<file path="config.mk">
export PLATFORM = sky130hd
export DESIGN_NAME = fifo_nonlookahead_to_lookahead_flat
export DESIGN_NICKNAME = d
export VERILOG_FILES = /design/src/rtl/fifo_nonlookahead_to_lookahead_if.sv /design/src/rtl/fifo_nonlookahead_to_lookahead.sv /design/src/flat_wrapper.sv
export SDC_FILE = /design/constraint.sdc
export NUM_CORES = 1
export LEC_CHECK = 0
export BUFFER_PORTS_ARGS = -buffer_cell sky130_fd_sc_hd__buf_4
export CORE_ASPECT_RATIO = 0.75
export CORE_MARGIN = 5
export CORE_UTILIZATION = 53
export CTS_CLUSTER_DIAMETER = 100
export DETAILED_ROUTE_END_ITERATION = 7
export PLACE_DENSITY = 0.79
export REMOVE_ABC_BUFFERS = 1
export SETUP_SLACK_MARGIN = 0.2
export SKIP_LAST_GASP = 1
export SLEW_MARGIN = 20
export SYNTH_ARGS = -nofsm -noshare
export SYNTH_HDL_FRONTEND = slang
export SYNTH_SLANG_ARGS = --single-unit
</file>
<file path="constraint.sdc">
create_clock -name clk -period 2.5 [get_ports clk]
set_clock_uncertainty 0.2 [all_clocks]
set_input_delay 0 -clock clk [delete_from_list [all_inputs] [get_ports clk]]
set_output_delay 0 -clock clk [all_outputs]
set_load 0.005 [all_outputs]
</file>
<file path="src/rtl/fifo_nonlookahead_to_lookahead_if.sv">
// Read-port bundle for the registered-read to first-word-fall-through converter.
// Underscore-prefixed signals face the upstream FIFO; the rest face the consumer.
interface fifo_nonlookahead_to_lookahead_if #(
    parameter int DATA_WIDTH = 32
);
    logic                  _empty;
    logic                  _rd;
    logic [DATA_WIDTH-1:0] _dout;
    logic                  empty;
    logic                  rd;
    logic [DATA_WIDTH-1:0] dout;

    modport master (
        input  _empty, _dout, rd,
        output _rd, empty, dout
    );

    modport slave (
        output _empty, _dout, rd,
        input  _rd, empty, dout
    );
endinterface

</file>
<file path="src/rtl/fifo_nonlookahead_to_lookahead.sv">
// Turns a registered-read FIFO port into a lookahead port with a 2-entry skid buffer,
// sustaining one word per cycle once the 2-cycle fill latency has elapsed.
module fifo_nonlookahead_to_lookahead #(
    parameter int DATA_WIDTH = 32
) (
    input  logic                             clk,
    input  logic                             rst_n,
    fifo_nonlookahead_to_lookahead_if.master bus
);

    logic [1:0]            count;
    logic                  pending;
    logic [DATA_WIDTH-1:0] buf_q [2];

    logic       pop;
    logic [1:0] level;
    logic       slot;

    assign pop   = bus.rd & (count != 2'd0);
    // Occupancy once this cycle's arrival and pop are accounted for; an extra read
    // is only issued while that leaves room, so the buffer never overflows.
    assign level = count + {1'b0, pending} - {1'b0, pop};
    assign slot  = (count - {1'b0, pop}) != 2'd0;

    assign bus._rd   = rst_n & ~bus._empty & (level < 2'd2);
    assign bus.empty = (count == 2'd0);
    assign bus.dout  = buf_q[0];

    always_ff @(posedge clk or negedge rst_n) begin
        if (!rst_n) begin
            count    <= 2'd0;
            pending  <= 1'b0;
            // NOTE: the buffer is reset because dout is specified as 0 out of reset.
            buf_q[0] <= '0;
            buf_q[1] <= '0;
        end else begin
            count   <= level;
            pending <= bus._rd;
            if (pop) begin
                buf_q[0] <= buf_q[1];
            end
            // Arrival after the shift: when both target slot 0 the new word must win.
            if (pending) begin
                buf_q[slot] <= bus._dout;
            end
        end
    end

endmodule

</file>
<file path="src/flat_wrapper.sv">
// flat-port wrapper written by rule: the top's interface ports become plain ports
module fifo_nonlookahead_to_lookahead_flat 
#(
    parameter int DATA_WIDTH = 32
)
  (clk, rst_n, bus__empty, bus__dout, bus_rd, bus__rd, bus_empty, bus_dout);
  fifo_nonlookahead_to_lookahead_if #(.DATA_WIDTH(DATA_WIDTH)) bus_i ();
  input  logic clk;
  input  logic rst_n;
  input wire logic [$bits(bus_i._empty)-1:0] bus__empty;
  input wire logic [$bits(bus_i._dout)-1:0] bus__dout;
  input wire logic [$bits(bus_i.rd)-1:0] bus_rd;
  output wire logic [$bits(bus_i._rd)-1:0] bus__rd;
  output wire logic [$bits(bus_i.empty)-1:0] bus_empty;
  output wire logic [$bits(bus_i.dout)-1:0] bus_dout;
  assign bus_i._empty = bus__empty;
  assign bus_i._dout = bus__dout;
  assign bus_i.rd = bus_rd;
  assign bus__rd = bus_i._rd;
  assign bus_empty = bus_i.empty;
  assign bus_dout = bus_i.dout;
  fifo_nonlookahead_to_lookahead #(.DATA_WIDTH(DATA_WIDTH)) u_core (.clk(clk), .rst_n(rst_n), .bus(bus_i));
endmodule
</file>
## Word level (Yosys, flattened, before mapping)

Cells that the tools add are included.
Widths: inputs -> output; s select.

- Register bits: 67
- Word-level logic and storage cells: 24
- Bits of input ports: 36
- Output and inout bits: 34

- Reductions and logical operators: 4
- Bitwise logic cells: 5
- $lt $le $gt $ge: 3
- Multiplexer cells: 5
- $add $sub $neg: 3

Operators by type and width:

| cell | number |
|---|---|
| $bwmux 64 | 1 |
| $mux 32 | 2 |
| $mux 64 | 1 |
| $demux 32 s1 | 1 |
| $reduce_bool 2->1 | 2 |
| $sub 2x1->2 | 2 |
| $and 1x1->1 | 3 |
| $add 2x1->2 | 1 |
| $ge 2x2->1 const B | 1 |
| $logic_not 2->1 | 1 |
| $lt 2x1->1 const B | 1 |
| $lt 2x2->1 const B | 1 |
| $not 1->2 | 1 |
| $logic_and 1x1->1 | 1 |
| $not 1->1 | 1 |

## Longest topological paths before layout

Gate-level depths: netlist of run 1.

- Word-level depth: 11
- Mapped depth: 9
- Mapped depth without buffers: 8

## Least setup slack after synthesis of run 1

Ideal clock, no wire load.

- Kind: register -> register
- From: register u_core.count[1]
- To: register with a tool-made name
- Buffers on the path: 2
- Clock period less this slack: 2.271 ns
- Cell stages (with the launch flop): 9
- Path slack: 0.229 ns
- Arrival time: 1.946 ns
- Required time: 2.175 ns
- Library setup time: 0.125 ns
- Cells stage by stage: dfrtp_1 -> o21ai_2 -> inv_2 -> buf_2 -> ha_1 -> inv_1 -> o21ai_2 -> buf_4 -> mux2_2

RTL lines:

| item | RTL line | text |
|---|---|---|
| from (decl) | fifo_nonlookahead_to_lookahead.sv:11 | `logic [1:0] count;` |
| from (signal assigned) | fifo_nonlookahead_to_lookahead.sv:37 | `count <= level;` |

## Final worst setup path of run 1

- From: register u_core.count[1]
- To: output port bus__rd

- Longest elaborated chain between the ends: 5
- Elaborated cells between the ends (all ways): 6
- Classes of those cells: 2 x add/sub; 1 x order compare; 2 x bitwise; 1 x reduce/logical

Ends and longest elaborated chain:

| item | RTL line | text |
|---|---|---|
| parallel branches: the longest is 2 deep, another holds $add 2x1->2 | -- |  |
| $sub 2x1->2 * | fifo_nonlookahead_to_lookahead.sv:22 | `assign level = count + {1'b0, pending} - {1'b0, pop};` |
| named net u_core.level[1] | fifo_nonlookahead_to_lookahead.sv:16 | `logic [1:0] level;` |
| $lt 2x2->1 * | fifo_nonlookahead_to_lookahead.sv:25 | `assign bus._rd = rst_n & ~bus._empty & (level < 2'd2);` |
| $and 1x1->1 * | fifo_nonlookahead_to_lookahead.sv:25 |  |
| to (decl) | flat_wrapper.sv:13 | `output wire logic [$bits(bus_i._rd)-1:0] bus__rd;` |

Mark *: on every way through the listed nets, which the timed path passes.

==> results of run 1 <==
[per-stage QoR]
| step | hold WS (ps) | utilization, % | instances | total power [mW] | setup TNS (ps) |
|---|---|---|---|---|---|
| floorplan | -496 | - | 241 | 2.81 | -75170 |
| global placement | -261 | 62.2 | 393 | 3.50 | 0 |
| detailed placement | -258 | 62.2 | 393 | 3.60 | 0 |
| CTS | 55.6 | 73.8 | 449 | 4.58 | 0 |
| global route | 80.1 | 74.3 | 452 | 4.94 | 0 |
| finish | 89.9 | 74.3 | 452 | 4.60 | 0 |
[logic make-up (layout without fill, tap and decap cells)]
group / after synthesis / after routing / share of synthesized area, %
xor+xnor: 2 / 2 / 0.577
mux: 32 / 32 / 11.9
buf+inv: 52 / 140 / 11.5
flops: 67 / 67 / 55.2
simple gates: 99 / 99 / 12.5
fa+ha+maj: 3 / 3 / 1.24
compound gates: 34 / 34 / 7.17
[worst reg2reg max path, stage by stage (launching register included)]
cell     delay [ps]
dfrtp_2         410
o21ai_2         170
inv_2            80
buf_4           140
ha_1            290
inv_1            70
o21ai_4         140
buf_4           250
mux2_2          360
[worst max-delay path by stage]
| stage | start | slack, ps | to |
|---|---|---|---|
| floorplan | u_core.count[1]$_DFF_PN0_ | -1250 | u_core.bus.dout[0]$_DFF_PN0_ |
| global placement | u_core.count[1]$_DFF_PN0_ | 400 | register |
| detailed placement | u_core.count[1]$_DFF_PN0_ | 320 | register |
| CTS | u_core.count[0]$_DFF_PN0_ | 190 | bus__rd |
| global route | u_core.count[1]$_DFF_PN0_ | 120 | bus__rd |
| finish | u_core.count[1]$_DFF_PN0_ | 220 | bus__rd |
[power groups by stage]
stage / combinational, mW / sequential, mW / clock [mW]
CTS: 1.83 / 1.93 / 0.816
finish: 1.87 / 1.94 / 0.790
floorplan: 0.904 / 1.91 / 0
global placement: 1.57 / 1.93 / 0
global route: 2.07 / 2.01 / 0.867
detailed placement: 1.64 / 1.96 / 0
[Yosys cell counts (all sizes together)]
library cell | n | share of area [%]
ha | 3 | 1.2
nand2 | 64 | 7.9
inv | 4 | 0.49
xnor2 | 2 | 0.58
buf | 48 | 11
dfrtp | 67 | 55
nor3b | 1 | 0.25
nand3b | 1 | 0.25
mux2 | 32 | 12
nor2 | 33 | 4.1
a31oi | 32 | 6.6
o21ai | 2 | 0.58
[area by class of cell]
class                      count  area, µm²
multi-input combinational    170       1080
fill                         352       1400
clock inverter                 2       10.0
timing repair buffer         120       1000
sequential                    67       1680
inverter                       4       15.0
tap                           75       93.8
clock buffer                  14        163
[layer usage]
| metal | vias up | wire length [µm] | global-route usage, % |
|---|---|---|---|
| met5 | - | 0 | 0 |
| met4 | 0 | 40 | 4.15 |
| met3 | 4 | 462 | 8.14 |
| met2 | 85 | 3190 | 32.0 |
| met1 | 1115 | 3060 | 26.4 |
| li1 | 1097 | - | - |
[timing repair]
item | CTS | global route
resized for setup | 9 | 1
setup endpoints to repair | 1 | 19
hold buffers | 36 | 0
pin swaps | 5 | 4
endpoints found under the hold margin | 132 | 0
buffers inserted | 4 | 3
==> run metrics, run 1 <==
fin crit share between 90 and 100%; via-per-instance ratio roughly 5.1; Reg2Reg Setup Slack 270 ps; Pint 3.11 mW; status completed; # Max-Cap Violations 0; crit path max fanout 2; worst path required time about 2300 ps; power share of the clock group between 15 and 20%; maximum vdd drop between 0.0005 and 0.0006 V; Post-Syn Instances between 200 and 300; Worst-Margin Slew 493 ps; DR vias 2301; Worst slew margin approximately 67%; count of buffer and inverter cells on the critical path 3; CP peak stage delay around 410 ps; reg2reg path depth 8; clock latency on the worst-skew pair 340 ps; Final Hold Viols 0; post-synthesis cell area 3040 µm²; CTS Buf Count 9; Final setup viols 0; Core Box Area ~5400 µm²; CP cell instances o21ai_2 > inv_2 > ha_4 > inv_2 > ha_4 > xnor2_4 > xnor2_2 > nor3b_2 > buf_4; CTS tree built; Hold Crit Endpoint u_core.count[0]$_DFF_PN0_; crit path setup slack, layout 220 ps; DR pass1 iterations 7; sequential power share 42.2%; row cnt 23; Final GP Congestion just over 0.7; Combinational Power Share a little over 40%; via count of the first global-routing pass 2274; unrepaired setup endpoints after global routing true; minimum clock period about 2300 ps; Yosys cell types 15; CTS Buffer Depth 2; drt drc 0; dpl ws 321 ps; placed cell areas approximately 3400 µm²; Total GRT Usage about a fifth; stages on the worst setup path 9; syn avg cell area about 11 µm²; #FFs+latches synth between 60 and 70; post-synthesis sequential area ratio between 50% and 60%; total grt overflow 0; DR iter-0 viols approximately 110; sw frac 32.3%; effective utilization at floorplan 55.8%; Design Area, Final 4040 µm²; max-slew violation count 0; Worst setup EP type output pin; slowest CP cell dfrtp_2; first-pass GRT wire length between 10 and 15 mm; f_max ~440 MHz; Hold WC Path Type in2reg; Psw about 1.5 mW; drt total wl between 6 and 7 mm; Die Y around 76 µm; WS Path Type reg2out; Sink Count 67; WL per Instance approximately 15 µm; crit start category register; worst hold path depth 6; CTS clk-pin slew, worst paths around 70 ps; crit-path leading delay family adder cells; H-tree depth 3; arrival time worst endpoint about 2100 ps; most common cell after layout, fill and taps aside buf_4; most frequent cells in the layout buf_4, dfrtp_1, nand2_1, dlygate4sd3_1, nor2_1; Die Area between 7000 and 8000 µm²; PwrDens 1140 nW/µm²; largest net degree at the start of global routing approximately 40; DP Wirelength ~4.2 mm; Yosys warnings 0; Antenna Cells 0; Port-buffer cells 69; RR Startpoint u_core.count[1]$_DFF_PN0_; Layout area overhead 33.0%; HP Start bus_rd; leakage power total roughly 1.9 nW; # IOs 70; Nets approximately 400; root buf cell clkbuf_8; Die Wd around 100 µm; Final ANT Viol Nets 0; layout cells sized above 1 between 30% and 40%; initial antenna violation count 0
Power figures use the tool's default switching activity.
==> run 2: changes to the inputs <==
--- a/config.mk
+++ b/config.mk
@@ -5,13 +5,14 @@
 export SDC_FILE = /design/constraint.sdc
 export NUM_CORES = 1
 export LEC_CHECK = 0
+export ABC_AREA = 1
 export BUFFER_PORTS_ARGS = -buffer_cell sky130_fd_sc_hd__buf_4
 export CORE_ASPECT_RATIO = 0.75
 export CORE_MARGIN = 5
-export CORE_UTILIZATION = 53
+export CORE_UTILIZATION = 55
 export CTS_CLUSTER_DIAMETER = 100
 export DETAILED_ROUTE_END_ITERATION = 7
-export PLACE_DENSITY = 0.79
+export PLACE_DENSITY = 0.8
 export REMOVE_ABC_BUFFERS = 1
 export SETUP_SLACK_MARGIN = 0.2
 export SKIP_LAST_GASP = 1
==> run 2 against run 1 <==
Compared with the run above: routed wire length up 13%; combinational power down 7%; highest routed layer unchanged; critical endpoint unchanged; first-iteration DRC count up 18%; sequential cell count unchanged; global-route usage up 0.95 points; worst hold slack worse by 82 ps; synthesized area up 11%.
==> run metrics, run 2 <==
sw frac 35.6% (was 32.3%); # Max-Cap Violations 0 (unchanged); Die Y 77.8 µm (was 75.6 µm); H-tree depth 3 (unchanged); Area contributors post-synth dfrtp_1, nand2_1, nand3_1, buf_4, inv_1 (was dfrtp_1, mux2_2, buf_4, nand2_1, a31oi_1); Hold WC Path Type in2async (was in2reg); CTS Buf Count 9 (unchanged); # IOs 70 (unchanged); Worst-Margin Slew 685 ps (was 493 ps); Sink Count 67 (unchanged); Port-buffer cells 69 (unchanged); asr flop ratio synth 100% (unchanged); maximum vdd drop 0.000654 V (was 0.000527 V); Pint 2.83 mW (was 3.11 mW); status completed (unchanged); total grt overflow 0 (unchanged); f_max 467 MHz (was 439 MHz); post-synthesis cell area 3370 µm² (was 3040 µm²); launch point of the worst path u_core.count[1]$_DFF_PN0_ (unchanged); Post-Syn Instances 433 (was 289); post-cts resize count 0 (was 9); arrival time worst endpoint 1940 ps (was 2080 ps); Synth Flop Type dfrtp_1 (unchanged); Final Hold Viols 0 (unchanged); most numerous cell in the Yosys netlist nand2_1 (was dfrtp_1); Worst slew margin 54.2% (was 67.1%); clock latency on the worst-skew pair 340 ps (about the same); minimum clock period 2140 ps (was 2280 ps); worst path required time 2300 ps (about the same); sequential power share 40.0% (was 42.2%); first-pass GRT wire length 13.0 mm (was 11.5 mm); effective utilization at floorplan 57.2% (was 55.8%); layout cells sized above 1 19.1% (was 36.6%); crit start category register (unchanged); PwrDens 1040 nW/µm² (was 1140 nW/µm²); Core Box Area 5890 µm² (was 5440 µm²); Final ANT Viol Nets 0 (unchanged); Die Wd 100 µm (was 97.4 µm); Final Util 72.1% (was 74.3%); Psw 1.57 mW (was 1.49 mW); initial antenna violation count 0 (unchanged); WL per Instance 13.2 µm (was 14.9 µm); drt total wl 7.65 mm (was 6.75 mm); DR vias 2830 (was 2301); root buf cell clkbuf_8 (unchanged); WS Path Type reg2out (unchanged); post-synthesis sequential area ratio 49.8% (was 55.2%); fin crit share 85.7% (was 91.2%); Yosys warnings 0 (unchanged); Nets 538 (was 411); most common cell after layout, fill and taps aside nand2_1 (was buf_4); Final setup viols 0 (unchanged); power share of the clock group 20.7% (was 17.2%); Yosys cell types 15 (unchanged); DP Wirelength 4.48 mm (was 4.22 mm); drt drc 0 (unchanged); Yosys top cell by area dfrtp_1 (unchanged); Post-synth EDFFs 0 (unchanged); CTS Buffer Depth 2 (unchanged); largest net degree at the start of global routing 57 (was 41); leakage power total 2.33 nW (was 1.92 nW); crit path max fanout 3 (was 2); Final GP Congestion 0.768 (was 0.716); Antenna Cells 0 (unchanged); row cnt 24 (was 23); share of the synthesized area in the top cell type 49.8% (was 55.2%); Combinational Power Share 39.3% (was 40.6%); Filler cells 478 (was 352); Inst Count DP 531 (was 393); most frequent cells in the layout nand2_1, buf_4, inv_1, dfrtp_1, nand3_1 (was buf_4, dfrtp_1, nand2_1, dlygate4sd3_1, nor2_1); Total GRT Usage 21.0% (was 20.0%); CTS tree built (unchanged); Reg2Reg Setup Slack 480 ps (was 270 ps); Layout area overhead 25.9% (was 33.0%); RR Startpoint u_core.count[1]$_DFF_PN0_ (unchanged); via count of the first global-routing pass 2864 (was 2274); unrepaired setup endpoints after global routing false (was true); Setup TNS 0 ps (unchanged); Die Area 7810 µm² (was 7360 µm²); Post-synth top cells nand2_1, inv_1, dfrtp_1 (was dfrtp_1, nand2_1, buf_4); #FFs+latches synth 67 (unchanged); Worst setup EP type output pin (unchanged); syn avg cell area 7.78 µm² (was 10.5 µm²); max-slew violation count 0 (unchanged); Finished Layout Cells 581 (was 452); via-per-instance ratio 4.87 (was 5.09); DR iter-0 viols 131 (was 111); DR pass1 iterations 4 (was 7); crit path setup slack, layout 357 ps (was 220 ps); dpl ws 501 ps (was 321 ps); CTS clk-pin slew, worst paths 70 ps (about the same)
[run 2: path summary, 6_finish.rpt]
kind                                                  to  cells after the start
hold / removal             u_core.bus.dout[18]$_DFF_PN0_                      3
setup / recovery                                 bus__rd                      9
setup reg to reg                                register                      8
min in group clk           u_core.bus.dout[26]$_DFF_PN0_                      6
hold reg to reg                                 register                      2
max in group asynchronous   u_core.bus.dout[3]$_DFF_PN0_                      3
[run 2: critical path: stages, from the launching register on]
cell      delay [ps]
dfrtp_1          410
o21ai_2          170
inv_1             70
ha_1             280
inv_1             60
ha_1             140
nand3b_1         110
nand2_1           70
nor2_1           150
buf_4            140
[run 2: area by class of cell]
type                            count  area [µm²]  area share [%]
Sequential cell                    67        1680            39.5
Clock buffer                       11         151            3.57
Clock inverter                      4        50.0            1.18
Tap cell                           78        97.6            2.30
Inverter                           72         270            6.37
Multi-Input combinational cell    240        1070            25.2
Timing Repair Buffer              109         928            21.9
[run 2: power groups by stage]
stage / sequential, mW / combinational [mW] / clock [mW]
after detailed placement: 1.77 / 1.68 / 0
final: 1.76 / 1.73 / 0.909
after global placement: 1.76 / 1.62 / 0
after CTS: 1.75 / 1.74 / 0.930
after global routing: 1.81 / 1.99 / 0.981
after floorplan: 1.75 / 0.967 / 0
[run 2: through the flow]
| step | hold WS [ps] | cell area [µm²] | total power, mW |
|---|---|---|---|
| final | 7.65 | 4240 | 4.40 |
| after detailed placement | -193 | 3680 | 3.46 |
| after global placement | -198 | 3680 | 3.38 |
| after CTS | 6.99 | 4240 | 4.42 |
| after global routing | 14.9 | 4240 | 4.78 |
| after floorplan | -496 | 3010 | 2.72 |
[run 2: cells by family after synthesis]
kind of cell / count (synthesis) / synth area share, %
flip-flops: 67 / 49.8
adder cells (fa/ha/maj): 3 / 1.11
AND/OR/NAND/NOR: 204 / 25.5
buffers and inverters: 126 / 18.6
AO/OA/AOI/OAI: 33 / 5.01
[run 2: routing by layer]
layer	wire length, µm	track usage [%]
met5	0	0
met3	611	7.62
met1	3390	26.9
met2	3590	33.7
met4	60	5.79
[run 2: timing repair]
item	4_1_cts	5_1_grt
buffers inserted	0	0
hold endpoints to repair	132	0
hold buffers	35	0
